--- src/rtl/apb_pkg.sv ---
// rtl/apb_pkg.sv - shared constants and helpers for the APB request path
//
// Purpose: default bus widths and the requester-index width helper used by
// the arbiter, its ID queue and the command-bus interface.
package apb_pkg;

  localparam int APB_ADDR_WIDTH = 16;
  localparam int APB_DATA_WIDTH = 16;

  // Bits needed to hold an index in 0..n-1; never less than one bit so a
  // degenerate count still yields a legal vector.
  function automatic int idx_width(input int n);
    return (n > 1) ? $clog2(n) : 1;
  endfunction

endpackage

--- src/rtl/apb_id_fifo.sv ---
// rtl/apb_id_fifo.sv - in-order queue of requester IDs awaiting a response
//
// Purpose: remembers which requester owns each accepted-but-unanswered
// transfer so completions can be routed back in issue order.
// Ports:
//   i_clock, i_reset (async, active-low)
//   i_push, i_push_data : enqueue (ignored when full, even alongside a pop)
//   i_pop               : dequeue (ignored when empty)
//   o_head              : oldest entry
//   o_full, o_empty, o_count : occupancy, count exact over 0..DEPTH
module apb_id_fifo
  import apb_pkg::*;
#(
  parameter int DEPTH = 4,
  parameter int WIDTH = 2
) (
  input  logic                     i_clock,
  input  logic                     i_reset,
  input  logic                     i_push,
  input  logic [WIDTH-1:0]         i_push_data,
  input  logic                     i_pop,
  output logic [WIDTH-1:0]         o_head,
  output logic                     o_full,
  output logic                     o_empty,
  output logic [$clog2(DEPTH):0]   o_count
);

  localparam int PW = idx_width(DEPTH);
  localparam int CW = $clog2(DEPTH) + 1;

  logic [WIDTH-1:0] r_mem [DEPTH];
  logic [PW-1:0]    r_wptr;
  logic [PW-1:0]    r_rptr;
  logic [CW-1:0]    r_count;
  logic             w_push;
  logic             w_pop;

  assign o_full  = (r_count == CW'(DEPTH));
  assign o_empty = (r_count == '0);
  assign o_count = r_count;
  assign o_head  = r_mem[r_rptr];

  // Full blocks a push even when a pop happens in the same cycle.
  assign w_push = i_push & ~o_full;
  assign w_pop  = i_pop & ~o_empty;

  // DEPTH is a power of two, so pointers wrap by natural overflow.
  always_ff @(posedge i_clock or negedge i_reset) begin
    if (!i_reset) begin
      r_wptr  <= '0;
      r_rptr  <= '0;
      r_count <= '0;
    end else begin
      if (w_push) r_wptr <= r_wptr + PW'(1);
      if (w_pop)  r_rptr <= r_rptr + PW'(1);
      case ({w_push, w_pop})
        2'b10:   r_count <= r_count + CW'(1);
        2'b01:   r_count <= r_count - CW'(1);
        default: r_count <= r_count;
      endcase
    end
  end

  // Storage needs no reset; only pointers define validity.
  always_ff @(posedge i_clock) begin
    if (w_push) r_mem[r_wptr] <= i_push_data;
  end

endmodule

--- src/rtl/apb_req_arbiter.sv ---
// rtl/apb_req_arbiter.sv - round-robin funnel of requesters into one APB master queue
//
// Purpose: picks one requester per cycle (round-robin), forwards its command,
// tracks outstanding transfers in order and routes each completion back.
// Ports:
//   i_clock, i_reset (async, active-low)
//   i_req/i_rw/i_addr/i_wdata : per-requester command, packed by index
//   o_gnt                     : one-hot accept strobe
//   o_rsp_valid/o_rsp_rdata/o_rsp_err : one-hot response with shared data/error
//   o_m_req/o_m_rw/o_m_addr/o_m_wdata, i_m_ready : command toward master queue
//   i_m_done/i_m_rdata/i_m_err : completion from master
//   o_outst     : outstanding-transfer count
//   o_unexp_rsp : sticky, completion seen with nothing outstanding
module apb_req_arbiter
  import apb_pkg::*;
#(
  parameter int NUM_REQ    = 4,
  parameter int ADDR_WIDTH = APB_ADDR_WIDTH,
  parameter int DATA_WIDTH = APB_DATA_WIDTH,
  parameter int MAX_OUTST  = 4
) (
  input  logic                            i_clock,
  input  logic                            i_reset,
  input  logic [NUM_REQ-1:0]              i_req,
  input  logic [NUM_REQ-1:0]              i_rw,
  input  logic [NUM_REQ*ADDR_WIDTH-1:0]   i_addr,
  input  logic [NUM_REQ*DATA_WIDTH-1:0]   i_wdata,
  output logic [NUM_REQ-1:0]              o_gnt,
  output logic [NUM_REQ-1:0]              o_rsp_valid,
  output logic [DATA_WIDTH-1:0]           o_rsp_rdata,
  output logic                            o_rsp_err,
  output logic                            o_m_req,
  output logic                            o_m_rw,
  output logic [ADDR_WIDTH-1:0]           o_m_addr,
  output logic [DATA_WIDTH-1:0]           o_m_wdata,
  input  logic                            i_m_ready,
  input  logic                            i_m_done,
  input  logic [DATA_WIDTH-1:0]           i_m_rdata,
  input  logic                            i_m_err,
  output logic [$clog2(MAX_OUTST):0]      o_outst,
  output logic                            o_unexp_rsp
);

  localparam int IW = idx_width(NUM_REQ);
  localparam int CW = $clog2(MAX_OUTST) + 1;

  logic [IW-1:0]      r_rr_ptr;
  logic [NUM_REQ-1:0] r_rsp_valid;
  logic [DATA_WIDTH-1:0] r_rsp_rdata;
  logic               r_rsp_err;
  logic               r_unexp_rsp;

  logic [IW-1:0]      w_win;
  logic [IW-1:0]      w_head;
  logic               w_full;
  logic               w_empty;
  logic [CW-1:0]      w_count;
  logic               w_accept;
  logic               w_pop;

  // Round-robin search starting at r_rr_ptr, wrapping modulo NUM_REQ.
  always_comb begin
    int k;
    logic found;
    k     = 0;
    found = 1'b0;
    w_win = '0;
    for (int i = 0; i < NUM_REQ; i++) begin
      k = int'(r_rr_ptr) + i;
      if (k >= NUM_REQ) k = k - NUM_REQ;
      if (!found && i_req[k]) begin
        found = 1'b1;
        w_win = IW'(k);
      end
    end
  end

  // Winner's fields; looped compare keeps the select legal for any NUM_REQ.
  always_comb begin
    o_m_rw    = 1'b0;
    o_m_addr  = '0;
    o_m_wdata = '0;
    for (int k = 0; k < NUM_REQ; k++) begin
      if (w_win == IW'(k)) begin
        o_m_rw    = i_rw[k];
        o_m_addr  = i_addr[k*ADDR_WIDTH +: ADDR_WIDTH];
        o_m_wdata = i_wdata[k*DATA_WIDTH +: DATA_WIDTH];
      end
    end
  end

  // Reset gating keeps the request quiet while the block is held in reset.
  assign o_m_req  = i_reset & (|i_req) & (w_count < CW'(MAX_OUTST));
  assign w_accept = o_m_req & i_m_ready;
  assign o_gnt    = w_accept ? (NUM_REQ'(1) << w_win) : '0;
  assign w_pop    = i_m_done & ~w_empty;

  apb_id_fifo #(
    .DEPTH (MAX_OUTST),
    .WIDTH (IW)
  ) u_id_fifo (
    .i_clock     (i_clock),
    .i_reset     (i_reset),
    .i_push      (w_accept),
    .i_push_data (w_win),
    .i_pop       (w_pop),
    .o_head      (w_head),
    .o_full      (w_full),
    .o_empty     (w_empty),
    .o_count     (w_count)
  );

  always_ff @(posedge i_clock or negedge i_reset) begin
    if (!i_reset) begin
      r_rr_ptr    <= '0;
      r_rsp_valid <= '0;
      r_rsp_rdata <= '0;
      r_rsp_err   <= 1'b0;
      r_unexp_rsp <= 1'b0;
    end else begin
      if (w_accept) begin
        r_rr_ptr <= (w_win == IW'(NUM_REQ - 1)) ? '0 : w_win + IW'(1);
      end
      r_rsp_valid <= w_pop ? (NUM_REQ'(1) << w_head) : '0;
      // Read data is forwarded for writes too; requesters ignore it then.
      if (w_pop) begin
        r_rsp_rdata <= i_m_rdata;
        r_rsp_err   <= i_m_err;
      end
      if (i_m_done && w_empty) r_unexp_rsp <= 1'b1;
    end
  end

  assign o_rsp_valid = r_rsp_valid;
  assign o_rsp_rdata = r_rsp_rdata;
  assign o_rsp_err   = r_rsp_err;
  assign o_unexp_rsp = r_unexp_rsp;
  assign o_outst     = w_count;

  // Full flag is implied by the count compare above.
  logic w_unused;
  assign w_unused = w_full;

endmodule

--- config.mk ---
export PLATFORM = sky130hd
export DESIGN_NAME = apb_req_arbiter
export DESIGN_NICKNAME = d
export VERILOG_FILES = /design/src/rtl/apb_pkg.sv /design/src/rtl/apb_id_fifo.sv /design/src/rtl/apb_req_arbiter.sv
export SDC_FILE = /design/constraint.sdc
export NUM_CORES = 1
export LEC_CHECK = 0
export CORE_AREA = 3 3 94 96
export DETAILED_ROUTE_END_ITERATION = 6
export DIE_AREA = 0 0 97 99
export HOLD_SLACK_MARGIN = 0.06
export PLACE_DENSITY = 0.83
export SETUP_SLACK_MARGIN = 0.2
export SKIP_LAST_GASP = 1
export SLEW_MARGIN = 0
export SYNTH_ARGS = -nofsm -noshare
export SYNTH_HDL_FRONTEND = slang
export SYNTH_SLANG_ARGS = --single-unit
--- constraint.sdc ---
create_clock -name i_clock -period 5.6 [get_ports i_clock]
set_input_delay 1.68 -clock i_clock [delete_from_list [all_inputs] [get_ports i_clock]]
set_output_delay 1.68 -clock i_clock [all_outputs]
set_load 0.05 [all_outputs]
After elaboration in Yosys (flattened, before gate mapping)
Memories as Yosys holds them, arrays and structs flattened. Index checks and enable logic that the tools add are counted.

Bits in registers: 31. Latch bits: 0. Memory bits (writable): 8. Bits in read-only memories: 0. Input port bits: 157. Output and inout port bits: 63. Word-level logic and storage cells: 98. Memories kept: 1.

Memories: u_id_fifo.r_mem (depth 4, width 2, read ports 1, clocked after Yosys merged registers in 0, write ports 1, RTL line apb_id_fifo.sv:31) `logic [WIDTH-1:0] r_mem [DEPTH];`.

Add/sub/neg operators: 12. $mul: 0. Divide/modulo/power cells: 0. Order comparisons: 9. Equality and inequality tests: 6. Shift operators: 2. Muxes and demuxes: 41. Bitwise operators: 8. Reductions and logical operators: 11.

Operators with widths (count): 32-bit by 4-bit less-than comparator with 1-bit output (second input constant) (4); 16-bit two-way mux (8); 32-bit two-way mux (4); 1-bit two-way mux (17); 3-bit by 3-bit subtractor with 4-bit output (second input constant) (3); 2-bit two-way mux (5); 3-bit >= comparator (second input constant) (3); 1-bit binary-select mux with 2-bit select (4); 4-bit two-way mux (2); 1-bit by 2-bit << shifter with 4-bit output (first input constant) (2); 2-bit by 1-bit adder with 2-bit output (second input constant) (3); 2-bit by 2-bit adder with 3-bit output (second input constant) (2); 1-bit bitwise AND (6); 2-bit equality test (second input constant) (3); 3-bit case mux with 2 select lines (1); 2-bit by 1-bit equality test with 1-bit output (second input constant) (2); 1-bit logical AND (4); 4-bit OR reduction (1); 2-bit by 3-bit subtractor with 4-bit output (second input constant) (1); 2-bit by 1-bit adder with 3-bit output (second input constant) (1); 3-bit by 1-bit adder with 3-bit output (second input constant) (1); 3-bit equality test (second input constant) (1); 2-bit by 3-bit >= comparator with 1-bit output (second input constant) (1); 1-bit zero test (3); other kinds (6) (7).

Logic depth before layout (Yosys ltp)
Word-level depth: 20. Mapped depth: 12.

Modules after synthesis
A second synthesis with hierarchy kept.

Cell total of the unflattened synthesis: 281. Area total of the unflattened synthesis: 2701.3 µm².

Modules (own cells, without submodules): apb_req_arbiter (instances 1, cells each 234, area an instance 1975.6 µm², sequential area each 600.6 µm²); apb_id_fifo (instances 1, cells each 47, area an instance 725.7 µm², sequential area each 415.4 µm²).

Worst setup path after synthesis
No wires, ideal clock.

Kind: input -> output. From: input port i_req[0]. To: output port o_m_wdata[0]. Arrival: 3.780 ns. Data required time: 3.920 ns. Path slack: 0.140 ns. Stages on the path: 12. Cell sequence: a21o_1 > a21oi_1 > o22a_1 > inv_2 > ha_1 > buf_6 > nor2b_4 > buf_6 > buf_8 > a221o_1 > o21ai_1 > o21ai_1.

Word-level cells in the longest chain between the ends: 18. Elaborated cells between the ends (all ways): 33.

Ends and longest elaborated chain: from (decl) (RTL line apb_req_arbiter.sv:24) `input logic [NUM_REQ-1:0] i_req,`; 1-bit binary-select mux with 2-bit select (RTL line apb_req_arbiter.sv:71) `if (!found && i_req[k]) begin`; 1-bit two-way mux (not written as such) (2 in a row) (RTL line apb_req_arbiter.sv:71); 1-bit two-way mux (RTL line apb_req_arbiter.sv:71); 1-bit zero test (RTL line apb_req_arbiter.sv:71); 1-bit logical AND (RTL line apb_req_arbiter.sv:71); 1-bit two-way mux (RTL line apb_req_arbiter.sv:71); 1-bit zero test (RTL line apb_req_arbiter.sv:71); 1-bit logical AND (RTL line apb_req_arbiter.sv:71); 1-bit two-way mux (RTL line apb_req_arbiter.sv:71); 1-bit zero test (RTL line apb_req_arbiter.sv:71); 1-bit logical AND (RTL line apb_req_arbiter.sv:71); 2-bit two-way mux (*) (RTL line apb_req_arbiter.sv:71); named net u_id_fifo.i_push_data[1] (RTL line apb_id_fifo.sv:20) `input logic [WIDTH-1:0] i_push_data,`; 2-bit zero test (RTL line apb_req_arbiter.sv:84) `if (w_win == IW'(k)) begin`; 16-bit two-way mux (3 in a row) (RTL line apb_req_arbiter.sv:84); 16-bit two-way mux (*) (RTL line apb_req_arbiter.sv:84); to (decl) (RTL line apb_req_arbiter.sv:35) `output logic [DATA_WIDTH-1:0] o_m_wdata,`.

Mark *: on every way through the listed nets, which the timed path passes. The rest lies on a longest branch. The select of a mux whose other input is x is not followed.

Final worst setup path
From: input port i_req[3]. To: output port o_m_wdata[12].

Same word-level chain as after synthesis.

==> out/qor.csv <==
metric,value,unit
status,"complete, no violations",
Area contributors post-synth,"dfrtp_1 28%, o21ai_1 12%, nand2_1 12%",
mapped cell area,0.00274,mm²
die height,99,µm
Peak Freq,0.188,GHz
# clock sinks,39,
Worst EP required,3920,ps
number of buffers created by CTS,5,
GP Congestion,0.816,
area grow syn2layout,95.3,%
peak supply drop,0.309,mV
crit path launch type,primary input,
largest net degree at the start of global routing,36,
Yosys top cell by area,dfrtp_1,
Pwr Total,3.01,mW
Post-route DRC,0,
Worst Setup End Kind,output pin,
CP Class,primary input to output pin,
Synth top area share,28.3,%
total gr overflow,0,
Simple-Gate Fraction of Synth Area,18.0,%
register cell area after layout,0.00102,mm²
Placeable Area,0.00813,mm²
Final Critical Period,5330,ps
Critical-path top delay cell,a221o_1,
hold slack,457,ps
max_slew headroom,44.8,%
#FFs+latches synth,39,
Rows,33,
Sequential Power Share,15.0,%
Synth Area per Inst,8.57,µm²
Pins Over Slew Limit,0,
DRT iter0 DRCs,78,
Via-to-Cell Ratio,4.97,
R2R setup slack,2910,ps
fin util,65.9,%
DR top layer,met4,
combinational share of power,78.3,%
number of enable flip-flop cells after synthesis,8,
ANT nets after route,0,
Int Power,1.38,mW
met2 wire length,5550,µm
die area,0.00960,mm²
post-DR wirelength/cell,16.3,µm
Final Setup Violations,0,
post-DP HPWL,8510,µm
initial antenna violation count,0,
first-pass GRT wire length,16500,µm
multiplexer share of the synthesized area,2.42,%
power per standard cell area,562,mW/mm²
clock share of power,6.7,%
htree depth,2,
Commonest cells post-synth,"89 x nand2_1, 68 x o21ai_1, 32 x a221o_1",
CTS tree,built,
Tightest Hold Check Type,flip-flop to flip-flop,
WP buf/inv,4,
largest family of logic cells by synthesized area,compound AO/OA/AOI/OAI gates,
vias in the first global route,3374,
hold buffers post-CTS,0,
max_cap viols,0,
Mapped Cells,320,
Worst-path clk slew,70,ps
Detailed Routing Iterations Pass 1,4,
"slowest stage delay, CP",320,ps
post-synthesis xor/xnor area fraction,1.92,%
Initial Utilization,33.7,%
Max Root-Sink Buffers,2,
share of cells above drive strength 1,22.7,%
final wirelength,10500,µm
period utilisation layout,95.1,%
"Primary FF master, synth",dfrtp_1,
worst slew pin tran,824,ps
Routed met3 length,961,µm
Leak,2.24,nW
Arrival @ worst endpoint,3650,ps
Mapped Nets,487,
RSZ-0062 raised after global routing,no,
Final Skew,3.76,ps
CTS root buf,clkbuf_8,
critical path peak fanout,16,
Crit path max-delay family,compound AO/OA/AOI/OAI gates,
"FFs w/ async S/R, synth",79.5,%
DRT met1 WL,3640,µm
port bufs,219,
DR vias,3218,
Worst path most repeated cell,buf_4,
post-synthesis sequential area ratio,37.0,%
complex-gate fraction of the synthesized area,26.4,%
area occupied by multi-input gates,0.00166,mm²
Ys Warns,0,
"count leader, synth",nand2_1,
Psw,1.64,mW
Filler Cells Inserted,648,
Final nets,708,
total negative slack,0,ps
Overall Global Routing Usage,21.2,%
Clock Latency Late Sink,280,ps
switching share of power,54.3,%
worst-path cell chain,dlygate4sd2_1 > o22ai_1 > a211oi_2 > buf_4 > ha_4 > nor2b_4 > buf_12 > a221o_1 > o21ai_1 > o21ai_2 > buf_4,
Die W,97,µm
Fin. Hold Viols,0,
IO Count,220,
Post-Synth Adder-Cell Area,4.84,%
post-synth cell types,36,
n_diodes,0,
## sequential cells by signal, indices dropped and copies added (netlist names)
signal             flops
o_rsp_valid            4
o_unexp_rsp            1
u_id_fifo.r_rptr       2
o_rsp_rdata           16
o_rsp_err              1
u_id_fifo.r_mem        8
u_id_fifo.o_count      3
u_id_fifo.r_wptr       2
r_rr_ptr               2
## metrics by stage
step,worst slack (ps),instances,cell area [µm²]
4_1_cts,225,646,5280
3_5_place_dp,-311,632,5090
3_3_place_gp,-301,632,5090
2_1_floorplan,249,320,2860
5_1_grt,155,647,5360
6_report,272,647,5360
## path summary, 6_finish.rpt
| check | start | endpoint | cells after the start |
|---|---|---|---|
| worst min register to register | o_unexp_rsp | o_unexp_rsp | 1 |
| max in group asynchronous | i_reset | u_id_fifo.o_count[0] | 2 |
| worst max register to register | u_id_fifo.o_count[2] | u_id_fifo.o_count[2] | 9 |
| min in group asynchronous | i_reset | u_id_fifo.r_rptr[1] | 2 |
| worst min-delay path | o_unexp_rsp | o_unexp_rsp | 1 |
| worst max-delay path | i_req[3] | o_m_wdata[12] | 11 |
## placed cells by master (no fill, tap or decap), drive strengths merged
master | synthesis | routed
clkdlybuf4s15 | 0 | 3
o22ai | 1 | 1
dfrtp | 31 | 31
a211oi | 1 | 1
nor3 | 3 | 3
mux2i | 1 | 1
xor2 | 2 | 2
nor3b | 2 | 2
xnor2 | 4 | 4
fa | 1 | 1
o22a | 1 | 1
a21oi | 4 | 4
nand2b | 3 | 3
buf | 21 | 59
o21ai | 68 | 68
clkbuf | 5 | 7
ha | 9 | 9
and2 | 7 | 7
dlygate4sd2 | 0 | 1
nor2 | 5 | 5
mux4 | 2 | 2
edfxtp | 8 | 8
mux2 | 1 | 1
clkdlybuf4s50 | 0 | 177
a221o | 32 | 32
nor2b | 2 | 3
and3 | 1 | 1
a21o | 2 | 2
inv | 12 | 12
nand2 | 89 | 89
nor4 | 1 | 1
clkinvlp | 0 | 1
## layout make-up
cell class,instances,share of cell area [%]
well taps,105,2.45
flip-flops and latches,39,19.0
clock buffers,7,1.80
inverters,12,0.841
multi-input cells,243,31.0
repair buffers,240,44.8
clock inverters,1,0.140
## power by group through the flow
| stage | Sequential (mW) | Combinational [mW] | Clock (mW) |
|---|---|---|---|
| detailed placement | 0.457 | 2.25 | 0 |
| finish | 0.451 | 2.36 | 0.203 |
| CTS | 0.451 | 2.31 | 0.212 |
| global route | 0.463 | 2.49 | 0.225 |
| global placement | 0.452 | 2.22 | 0 |
| floorplan | 0.671 | 1.37 | 0 |
## routing by layer
metal  track usage [%]  vias to the layer above
li1                  -                     1586
met1              20.9                     1453
met2              40.4                      150
met3              7.29                       29
met4              8.64                        0
met5                 0                        -
## cells by family (layout without fill, tap and decap cells)
| group | after synthesis | after routing |
|---|---|---|
| mux | 4 | 4 |
| buf+inv | 39 | 260 |
| flops | 39 | 39 |
| compound gates | 109 | 109 |
| simple gates | 113 | 114 |
| fa+ha+maj | 10 | 10 |
| xor+xnor | 6 | 6 |
## repair_timing
action | CTS | global route
buffers inserted | 5 | 1
gates resized for setup | 11 | 21
pin swaps | 3 | 4
endpoints found under the hold margin | 0 | 0
cloned | 1 | 0
endpoints found under the setup margin | 33 | 33
Power figures use the tool's default switching activity.
